$ cat src/rtl/vga_pkg.sv
// Shared VGA 640x480@60 timing constants, sync/active bundle type and idle values.
package vga_pkg;

   localparam int unsigned COORD_W = 10;

   localparam int unsigned CE_DIV  = 4;
   localparam int unsigned PIX_LAT = 2;

   localparam int unsigned H_ACTIVE = 640;
   localparam int unsigned H_FP     = 16;
   localparam int unsigned H_SYNC   = 96;
   localparam int unsigned H_BP     = 48;
   localparam int unsigned H_TOTAL  = H_ACTIVE + H_FP + H_SYNC + H_BP;

   localparam int unsigned V_ACTIVE = 480;
   localparam int unsigned V_FP     = 10;
   localparam int unsigned V_SYNC   = 2;
   localparam int unsigned V_BP     = 33;
   localparam int unsigned V_TOTAL  = V_ACTIVE + V_FP + V_SYNC + V_BP;

   localparam int unsigned H_SYNC_START = H_ACTIVE + H_FP;
   localparam int unsigned H_SYNC_END   = H_SYNC_START + H_SYNC - 1;
   localparam int unsigned V_SYNC_START = V_ACTIVE + V_FP;
   localparam int unsigned V_SYNC_END   = V_SYNC_START + V_SYNC - 1;

   typedef struct packed {
      logic hs;
      logic vs;
      logic active;
   } sync_t;

   localparam sync_t      SYNC_IDLE = '{hs: 1'b1, vs: 1'b1, active: 1'b0};
   localparam logic [7:0] RGB_IDLE  = 8'h00;

endpackage

$ cat src/rtl/vga_sync_delay.sv
// Clock-enabled shift register with async reset and synchronous flush to RST_VAL.
module vga_sync_delay #(
   parameter int unsigned      WIDTH   = 3,
   parameter int unsigned      DEPTH   = 1,
   parameter logic [WIDTH-1:0] RST_VAL = '0
) (
   input  logic             clk_in,
   input  logic             rst_n,
   input  logic             ce,
   input  logic             flush,
   input  logic [WIDTH-1:0] din,
   output logic [WIDTH-1:0] dout
);

   if (DEPTH == 0) begin : g_bypass
      logic unused_ctrl;
      assign unused_ctrl = ^{clk_in, rst_n, ce, flush};
      assign dout        = din;
   end else begin : g_shift
      logic [WIDTH-1:0] stage_q [DEPTH];

      always_ff @(posedge clk_in or negedge rst_n) begin
         if (!rst_n) begin
            for (int i = 0; i < DEPTH; i++) stage_q[i] <= RST_VAL;
         end else if (flush) begin
            for (int i = 0; i < DEPTH; i++) stage_q[i] <= RST_VAL;
         end else if (ce) begin
            stage_q[0] <= din;
            for (int i = 1; i < DEPTH; i++) stage_q[i] <= stage_q[i-1];
         end
      end

      assign dout = stage_q[DEPTH-1];
   end

endmodule

$ cat src/rtl/vga_timing_gen.sv
// VGA timing on clk_in with a pixel clock-enable; syncs and rgb aligned to a PIX_LAT source.
module vga_timing_gen #(
   parameter int unsigned CE_DIV   = vga_pkg::CE_DIV,
   parameter int unsigned PIX_LAT  = vga_pkg::PIX_LAT,
   parameter int unsigned H_ACTIVE = vga_pkg::H_ACTIVE,
   parameter int unsigned H_FP     = vga_pkg::H_FP,
   parameter int unsigned H_SYNC   = vga_pkg::H_SYNC,
   parameter int unsigned H_BP     = vga_pkg::H_BP,
   parameter int unsigned V_ACTIVE = vga_pkg::V_ACTIVE,
   parameter int unsigned V_FP     = vga_pkg::V_FP,
   parameter int unsigned V_SYNC   = vga_pkg::V_SYNC,
   parameter int unsigned V_BP     = vga_pkg::V_BP
) (
   input  logic                        clk_in,
   input  logic                        rst_n,
   input  logic                        enable,
   input  logic [7:0]                  rgb_in,
   output logic                        pix_ce,
   output logic [vga_pkg::COORD_W-1:0] pix_x,
   output logic [vga_pkg::COORD_W-1:0] pix_y,
   output logic                        pix_req,
   output logic                        frame_start,
   output logic [7:0]                  rgb,
   output logic                        hsync,
   output logic                        vsync
);
   import vga_pkg::*;

   localparam int unsigned CE_W = (CE_DIV > 1) ? $clog2(CE_DIV) : 1;

   localparam logic [CE_W-1:0]    CE_LAST  = CE_W'(CE_DIV - 1);
   localparam logic [COORD_W-1:0] H_LAST   = COORD_W'(H_ACTIVE + H_FP + H_SYNC + H_BP - 1);
   localparam logic [COORD_W-1:0] V_LAST   = COORD_W'(V_ACTIVE + V_FP + V_SYNC + V_BP - 1);
   localparam logic [COORD_W-1:0] H_ACT    = COORD_W'(H_ACTIVE);
   localparam logic [COORD_W-1:0] V_ACT    = COORD_W'(V_ACTIVE);
   localparam logic [COORD_W-1:0] HS_FIRST = COORD_W'(H_ACTIVE + H_FP);
   localparam logic [COORD_W-1:0] HS_LAST  = COORD_W'(H_ACTIVE + H_FP + H_SYNC - 1);
   localparam logic [COORD_W-1:0] VS_FIRST = COORD_W'(V_ACTIVE + V_FP);
   localparam logic [COORD_W-1:0] VS_LAST  = COORD_W'(V_ACTIVE + V_FP + V_SYNC - 1);

   logic [CE_W-1:0]    ce_q, ce_d;
   logic [COORD_W-1:0] h_q, h_d;
   logic [COORD_W-1:0] v_q, v_d;
   sync_t              raw, dly;

   assign pix_ce      = enable && (ce_q == CE_LAST);
   assign pix_x       = h_q;
   assign pix_y       = v_q;
   assign frame_start = pix_ce && (h_q == '0) && (v_q == '0);
   assign pix_req     = raw.active;

   always_comb begin
      ce_d = (ce_q == CE_LAST) ? '0 : ce_q + CE_W'(1);
      h_d  = h_q;
      v_d  = v_q;
      if (pix_ce) begin
         if (h_q == H_LAST) begin
            h_d = '0;
            v_d = (v_q == V_LAST) ? '0 : v_q + COORD_W'(1);
         end else begin
            h_d = h_q + COORD_W'(1);
         end
      end
      // Disable restarts the raster from (0,0) on the next edge.
      if (!enable) begin
         ce_d = '0;
         h_d  = '0;
         v_d  = '0;
      end
   end

   always_ff @(posedge clk_in or negedge rst_n) begin
      if (!rst_n) begin
         ce_q <= '0;
         h_q  <= '0;
         v_q  <= '0;
      end else begin
         ce_q <= ce_d;
         h_q  <= h_d;
         v_q  <= v_d;
      end
   end

   always_comb begin
      raw        = SYNC_IDLE;
      raw.active = (h_q < H_ACT) && (v_q < V_ACT);
      raw.hs     = !((h_q >= HS_FIRST) && (h_q <= HS_LAST));
      raw.vs     = !((v_q >= VS_FIRST) && (v_q <= VS_LAST));
   end

   // PIX_LAT-1 stages plus the output register give PIX_LAT pixels of total latency.
   vga_sync_delay #(
      .WIDTH   ($bits(sync_t)),
      .DEPTH   (PIX_LAT - 1),
      .RST_VAL (SYNC_IDLE)
   ) u_sync_delay (
      .clk_in (clk_in),
      .rst_n  (rst_n),
      .ce     (pix_ce),
      .flush  (!enable),
      .din    (raw),
      .dout   (dly)
   );

   always_ff @(posedge clk_in or negedge rst_n) begin
      if (!rst_n) begin
         rgb   <= RGB_IDLE;
         hsync <= 1'b1;
         vsync <= 1'b1;
      end else if (!enable) begin
         rgb   <= RGB_IDLE;
         hsync <= 1'b1;
         vsync <= 1'b1;
      end else if (pix_ce) begin
         rgb   <= dly.active ? rgb_in : RGB_IDLE;
         hsync <= dly.hs;
         vsync <= dly.vs;
      end
   end

endmodule

$ cat config.mk
export PLATFORM = sky130hd
export DESIGN_NAME = vga_timing_gen
export DESIGN_NICKNAME = d
export VERILOG_FILES = /design/src/rtl/vga_pkg.sv /design/src/rtl/vga_sync_delay.sv /design/src/rtl/vga_timing_gen.sv
export SDC_FILE = /design/constraint.sdc
export NUM_CORES = 1
export LEC_CHECK = 0
export BUFFER_PORTS_ARGS = -buffer_cell sky130_fd_sc_hd__buf_2
export CORE_MARGIN = 1.5
export CORE_UTILIZATION = 50
export DETAILED_ROUTE_END_ITERATION = 10
export PLACE_DENSITY = 0.75
export SETUP_SLACK_MARGIN = 0.15
export SLEW_MARGIN = 20
export SYNTH_ARGS = -nofsm -noshare
export SYNTH_HDL_FRONTEND = slang
export SYNTH_SLANG_ARGS = --single-unit
export TNS_END_PERCENT = 10
$ cat constraint.sdc
create_clock -name clk_in -period 2.2 [get_ports clk_in]
set_input_delay 0.55 -clock clk_in [delete_from_list [all_inputs] [get_ports clk_in]]
set_output_delay 0.55 -clock clk_in [all_outputs]
set_load 0.05 [all_outputs]
[Word-level counts from Yosys, hierarchy flattened]
Cells that the tools add are included.
Storage, ports and cells
  logic and storage cells: 50
  memory bits (read-only): 0
  memories: 0
  bits in writable memories: 0
  register bits after elaboration: 35
  output and inout bits: 33
  latch bits: 0
  bits of input ports: 11
Operators by class
  bitwise logic cells: 0
  $mul: 0
  equal/unequal tests: 5
  shift operators: 0
  add/subtract/negate cells: 3
  muxes and demuxes: 18
  reduce and logical (&&, ||, !) cells: 11
  div/mod/pow operators: 0
  magnitude comparators: 6
Operators with widths (number)
  $mux 10: 7
  $mux 8: 3
  $add 10x1->10 const B: 2
  $eq 10x10->1 const B: 2
  $logic_not 10->1: 2
  $ge 10x10->1 const B: 1
  $ge 10x9->1 const B: 1
  $le 10x10->1 const B: 1
  $le 10x9->1 const B: 1
  $lt 10x10->1 const B: 1
  $lt 10x9->1 const B: 1
  $logic_and 1x1->1: 6
  $mux 3: 2
  $mux 1: 4
  $mux 2: 2
  $ne 2x1->1 const B: 2
  $add 2x1->2 const B: 1
  $eq 2x2->1 const B: 1
  $logic_not 1->1: 2
  $reduce_and 2->1: 1

[Logic depth before layout (Yosys ltp)]
  word-level depth: 5
  mapped depth: 6
  depth with buffers taken out: 6

[By module]
A second synthesis with hierarchy kept.
Unflattened totals
  cell total of the unflattened synthesis: 200
  area, all modules: 1873.0 sq um
Modules (own cells, without submodules)
  vga_timing_gen: sequential area each 803.3 sq um, cells each 191, area each 1751.7 sq um, instances 1
  vga_sync_delay: sequential area each 77.6 sq um, cells each 9, area each 121.4 sq um, instances 1

[Worst setup path before layout]
No wires, ideal clock.
  kind: reg2out
  start: reg v_q[5] (netlist: pix_y[5])
  end: out pix_req
  cell stages (with the launch flop): 3
  required time: 1.650 ns
  path slack: -0.397 ns
  path buffers: 0
  arrival time: 2.047 ns
  path through: dfrtp_1 -> and4_1 -> nor3_1
On the way
  word-level cells in the longest chain between the ends: 2
Ends and longest elaborated chain
  start, declared: line vga_timing_gen.sv:43  | logic [COORD_W-1:0] v_q, v_d;
  start signal, assigned: line vga_timing_gen.sv:80  | v_q <= v_d;
  $lt 10x9->1: line vga_timing_gen.sv:86  | raw.active = (h_q < H_ACT) && (v_q < V_ACT);
  $logic_and 1x1->1: line vga_timing_gen.sv:86
  end, declared: line vga_timing_gen.sv:21  | output logic pix_req,
No other way between the ends.

[Worst setup path in the final report]
  start: reg h_q[1] (netlist: pix_x[1])
  end: out frame_start
On the way
  word-level cells in the longest chain between the ends: 3
Ends and longest elaborated chain
  start, declared: line vga_timing_gen.sv:42  | logic [COORD_W-1:0] h_q, h_d;
  start signal, assigned: line vga_timing_gen.sv:75  | h_q <= '0;
  start signal, assigned: line vga_timing_gen.sv:79  | h_q <= h_d;
  $logic_not 10->1: line vga_timing_gen.sv:49  | assign frame_start = pix_ce && (h_q == '0) && (v_q == '0);
  $logic_and 1x1->1 (2 in a row): line vga_timing_gen.sv:49
  end, declared: line vga_timing_gen.sv:22  | output logic frame_start,
No other way between the ends.

==> Flow_metrics.wiki <==
{| class="wikitable"
! Metric !! Value
|-
| Status || finished, violations left
|-
| Failing checks || negative setup slack
|-
| EDFF count, synth || 0
|-
| Number of hold buffers added after cts || 0
|-
| TritonCTS clock tree || done
|-
| Hold violation total from the final report || 0
|-
| Path type of the worst setup path || register to output pin
|-
| Share of synthesized area occupied by flip-flops and latches || 48.15%
|-
| Worst VDD drop || 0.0004325 V
|-
| Vias after detailed routing || 1,616
|-
| Number of library cell types mapped by synthesis || 38
|-
| Inst Count DP || 285
|-
| Setup violators final || 1
|-
| Net count after synthesis || 209
|-
| WL per Instance || 14.69 um
|-
| DRC violation count after routing || 0
|-
| Register share of total power || 58.7%
|-
| Growth of design area from synthesis to finish || 27.70%
|-
| Number of global-route vias before repair || 1,527
|-
| Number of primary I/O pins || 44
|-
| Root Buffer || sky130_fd_sc_hd__clkbuf_4
|-
| Antenna Violating Nets Remaining || 0
|-
| H-tree lvl count || 2
|-
| RSZ-0062 raised after global routing || yes
|-
| Part of the power in combinational logic || 8.5%
|-
| Longest Clk Path Bufs || 2
|-
| DIE WIDTH || 63.49 um
|-
| Power dissipated by switching net loads || 276.8 uW
|-
| Number of buffers inserted by port buffering || 43
|-
| Post-synthesis instance area || 1829 um^2
|-
| Shortest clock period the worst path allows after layout || 2.202 ns
|-
| Cell with the largest stage delay on the worst path || sky130_fd_sc_hd__dfrtp_1
|-
| Initial core utilization || 53.55%
|-
| Total Power || 1.114 mW
|-
| Mean Syn Cell Area || 9.478 um^2
|-
| Critical path data required time || 1.65 ns
|-
| Cell area after placement || 2170 um^2
|-
| Hold/Removal Path Class || input pin to asynchronous set/reset pin
|-
| Number of clock sinks || 35
|-
| Die area || 4030 um^2
|-
| Post-synthesis instance total || 193
|-
| Max Slew Vio Count || 0
|-
| Chip Height || 63.49 um
|-
| Antenna diode count || 0
|-
| Overflow after GRT || 0
|-
| Element type at the critical path end || output pin
|-
| Worst-case setup margin in the final layout || -0.002278 ns
|-
| Cell family contributing the most delay on the critical path || simple AND/OR/NAND/NOR gates
|-
| Design Area, Final || 2336 um^2
|-
| Final period util || 100.1%
|-
| Internal portion of total power || 836.8 uW
|-
| Highest Clock Rate || 454.1 MHz
|-
| Number of standard cells in the final layout excluding fillers || 294
|-
| Flip-flop and latch count after synthesis || 35
|-
| Detailed-placement wirelength estimate || 2.971 mm
|-
| Power per standard cell area || 476.7 nW/um^2
|-
| Wire length of the first global-routing pass || 7.307 mm
|-
| Row count || 21
|-
| Critical Path, Cell by Cell || inv_2 > ha_2 > nor4b_4 > nand4_1 > nor2_4 > buf_8
|-
| Fraction of synthesis flops using an asynchronous set or reset pin || 100.0%
|-
| Critical Path Start Type || register
|-
| Insertion delay of the later-clocked pin in the worst-skew pair || 0.35 ns
|-
| Maximum number of pins on one net before global-route repair || 36
|-
| Routability congestion estimate from global placement || 0.8821
|-
| WP data arrival || 1.65 ns
|-
| Maximum fanout encountered on the critical timing path || 2
|-
| TritonCTS Buffers || 5
|-
| Core Footprint || 3416 um^2
|-
| MaxCap Viol Count || 0
|-
| Worst clock skew || 0.01715 ns
|-
| Final nets || 263
|-
| Leakage Power || 1.088 nW
|-
| Count of buffer and inverter cells on the critical path || 2
|-
| Number of DRC markers in iteration 0 || 79
|-
| Ratio of cells with drive above 1 in the final layout || 35.08%
|-
| Overall fraction of global-route tracks in use || 23.08%
|-
| Yosys warns || 0
|-
| Ys flop type || sky130_fd_sc_hd__dfrtp_1
|-
| Worst stage delay on the critical path || 0.42 ns
|-
| Share of total power in the clock network || 32.8%
|-
| Reg clk slew, reported paths || 0.11 ns
|-
| Routed vias/inst || 5.497
|-
| Initial antenna violation count || 0
|-
| Total length of routed wires || 4.318 mm
|-
| Net switching share of the total power || 24.85%
|-
| Worst Max-Slew Pin Slew || 0.7649 ns
|-
| Slew Limit Headroom || 49.01%
|-
| Drt first pass iters || 4
|}
-- cell families after synthesis --
kind of cell,synth area share [%]
DFF,48.15
muxes,1.710
buffers and inverters,3.215
and+or+nand+nor,27.15
adders and majority gates,3.420
AOI/OAI and AO/OA,13.48
xor gates and xnor gates,2.873
-- metal layers --
layer	share of wire (%)	up-vias	track usage [%]
met5	0	-	0
met1	48	752	31.51
met3	5.8	10	6.250
met2	45	53	36.58
li1	-	801	-
met4	1.5	0	5.707
-- through the flow --
stage	setup TNS [ns]	utilization, %	hold WS (ns)	setup slack, ns
floorplan	0	-	0.2544	0.1076
global placement	0	63.52	0.4176	0.1238
detailed placement	0	63.52	0.4231	0.06298
CTS	-0.01014	67.03	0.2926	-0.01014
global route	-0.1098	68.39	0.3196	-0.1098
finish	-0.002278	68.39	0.2591	-0.002278
-- cell usage in the layout (no fill, tap or decap), drive strengths merged, types with 2 or more instances in the layout --
master   n
a31oi    2
mux2i    2
nand2   13
nor3     3
nor4b    2
and3     5
o21ai   11
or3      6
inv      8
nand4    6
xor2     5
dfstp    4
nand2b   9
and4     2
buf     54
and2     2
nor2    12
nor4     3
nand3   19
a22o     2
dfrtp   31
nand3b   2
a21oi   20
clkbuf   7
ha       5
-- cell usage after synthesis (2+ instances only) --
cell type	count	area, um^2
sky130_fd_sc_hd__mux2i_1	2	20.02
sky130_fd_sc_hd__and4_1	2	17.52
sky130_fd_sc_hd__xor2_1	5	43.79
sky130_fd_sc_hd__nor4_1	3	18.77
sky130_fd_sc_hd__clkbuf_1	5	18.77
sky130_fd_sc_hd__and2_1	2	12.51
sky130_fd_sc_hd__nor3_1	3	15.01
sky130_fd_sc_hd__or3_1	6	37.54
sky130_fd_sc_hd__nand3_1	19	95.09
sky130_fd_sc_hd__o21ai_0	10	50.05
sky130_fd_sc_hd__nand3b_1	2	15.01
sky130_fd_sc_hd__inv_1	8	30.03
sky130_fd_sc_hd__and3_1	5	31.28
sky130_fd_sc_hd__ha_1	5	62.56
sky130_fd_sc_hd__nand2_1	13	48.80
sky130_fd_sc_hd__a21oi_1	20	100.1
sky130_fd_sc_hd__a22o_1	2	17.52
sky130_fd_sc_hd__a31oi_1	2	12.51
sky130_fd_sc_hd__nor2_1	12	45.04
sky130_fd_sc_hd__nand4_1	6	37.54
sky130_fd_sc_hd__clkbuf_2	2	10.01
sky130_fd_sc_hd__dfrtp_1	31	775.7
sky130_fd_sc_hd__dfstp_2	4	105.1
sky130_fd_sc_hd__nor4b_1	2	17.52
sky130_fd_sc_hd__nand2b_1	9	56.30
-- flip-flops by register name, indices dropped and copies added, names as in the netlist --
signal             flops
u_sync_delay.dout      3
ce_q                   2
vsync                  1
hsync                  1
pix_y                 10
rgb                    8
pix_x                 10
-- power by group through the flow --
stage	Combinational (mW)	Sequential, mW	Clock [mW]
3_5_place_dp	0.0892	0.666	0
2_1_floorplan	0.0429	0.671	0
3_3_place_gp	0.0883	0.666	0
5_1_grt	0.106	0.655	0.408
4_1_cts	0.0915	0.654	0.371
6_report	0.0945	0.654	0.365
-- worst reg2reg max path: cells and delay by family, from the launching register on --
family,cells,cell delay [ns]
AO/OA/AOI/OAI,2,0.37
adder cells (fa/ha/maj),1,0.15
buffers and inverters,2,0.22
flip-flops,1,0.38
AND/OR/NAND/NOR,2,0.78
-- final timing paths --
kind,cells past startpoint,from,slack [ns],to
min in group clk_in,1,ce_q[0],0.43,ce_q[0]
worst min-delay path,1,rst_n,0.26,u_sync_delay.dout[0]
worst max-delay path,6,pix_x[1],-0.002,frame_start
worst min register to register,1,ce_q[0],0.43,ce_q[0]
max in group asynchronous,1,rst_n,1.41,pix_y[5]
worst max register to register,7,pix_x[0],0.22,pix_y[9]
-- area by class of cell --
type / count / area (um^2)
clock buffer: 7 / 55.05
clock inverter: 1 / 5.005
fill: 271 / 1080
inverter: 8 / 30.03
multi-input combinational: 143 / 980.9
sequential: 35 / 885.9
tap: 46 / 57.56
timing repair buffer: 54 / 321.6
-- repair_timing --
item / in CTS / in global routing
pin swaps: 5 / 7
setup endpoints to repair: 2 / 5
gates resized for setup: 14 / 12
setup buffers: 0 / 1
No activity file was read; power rests on OpenSTA's default activity.
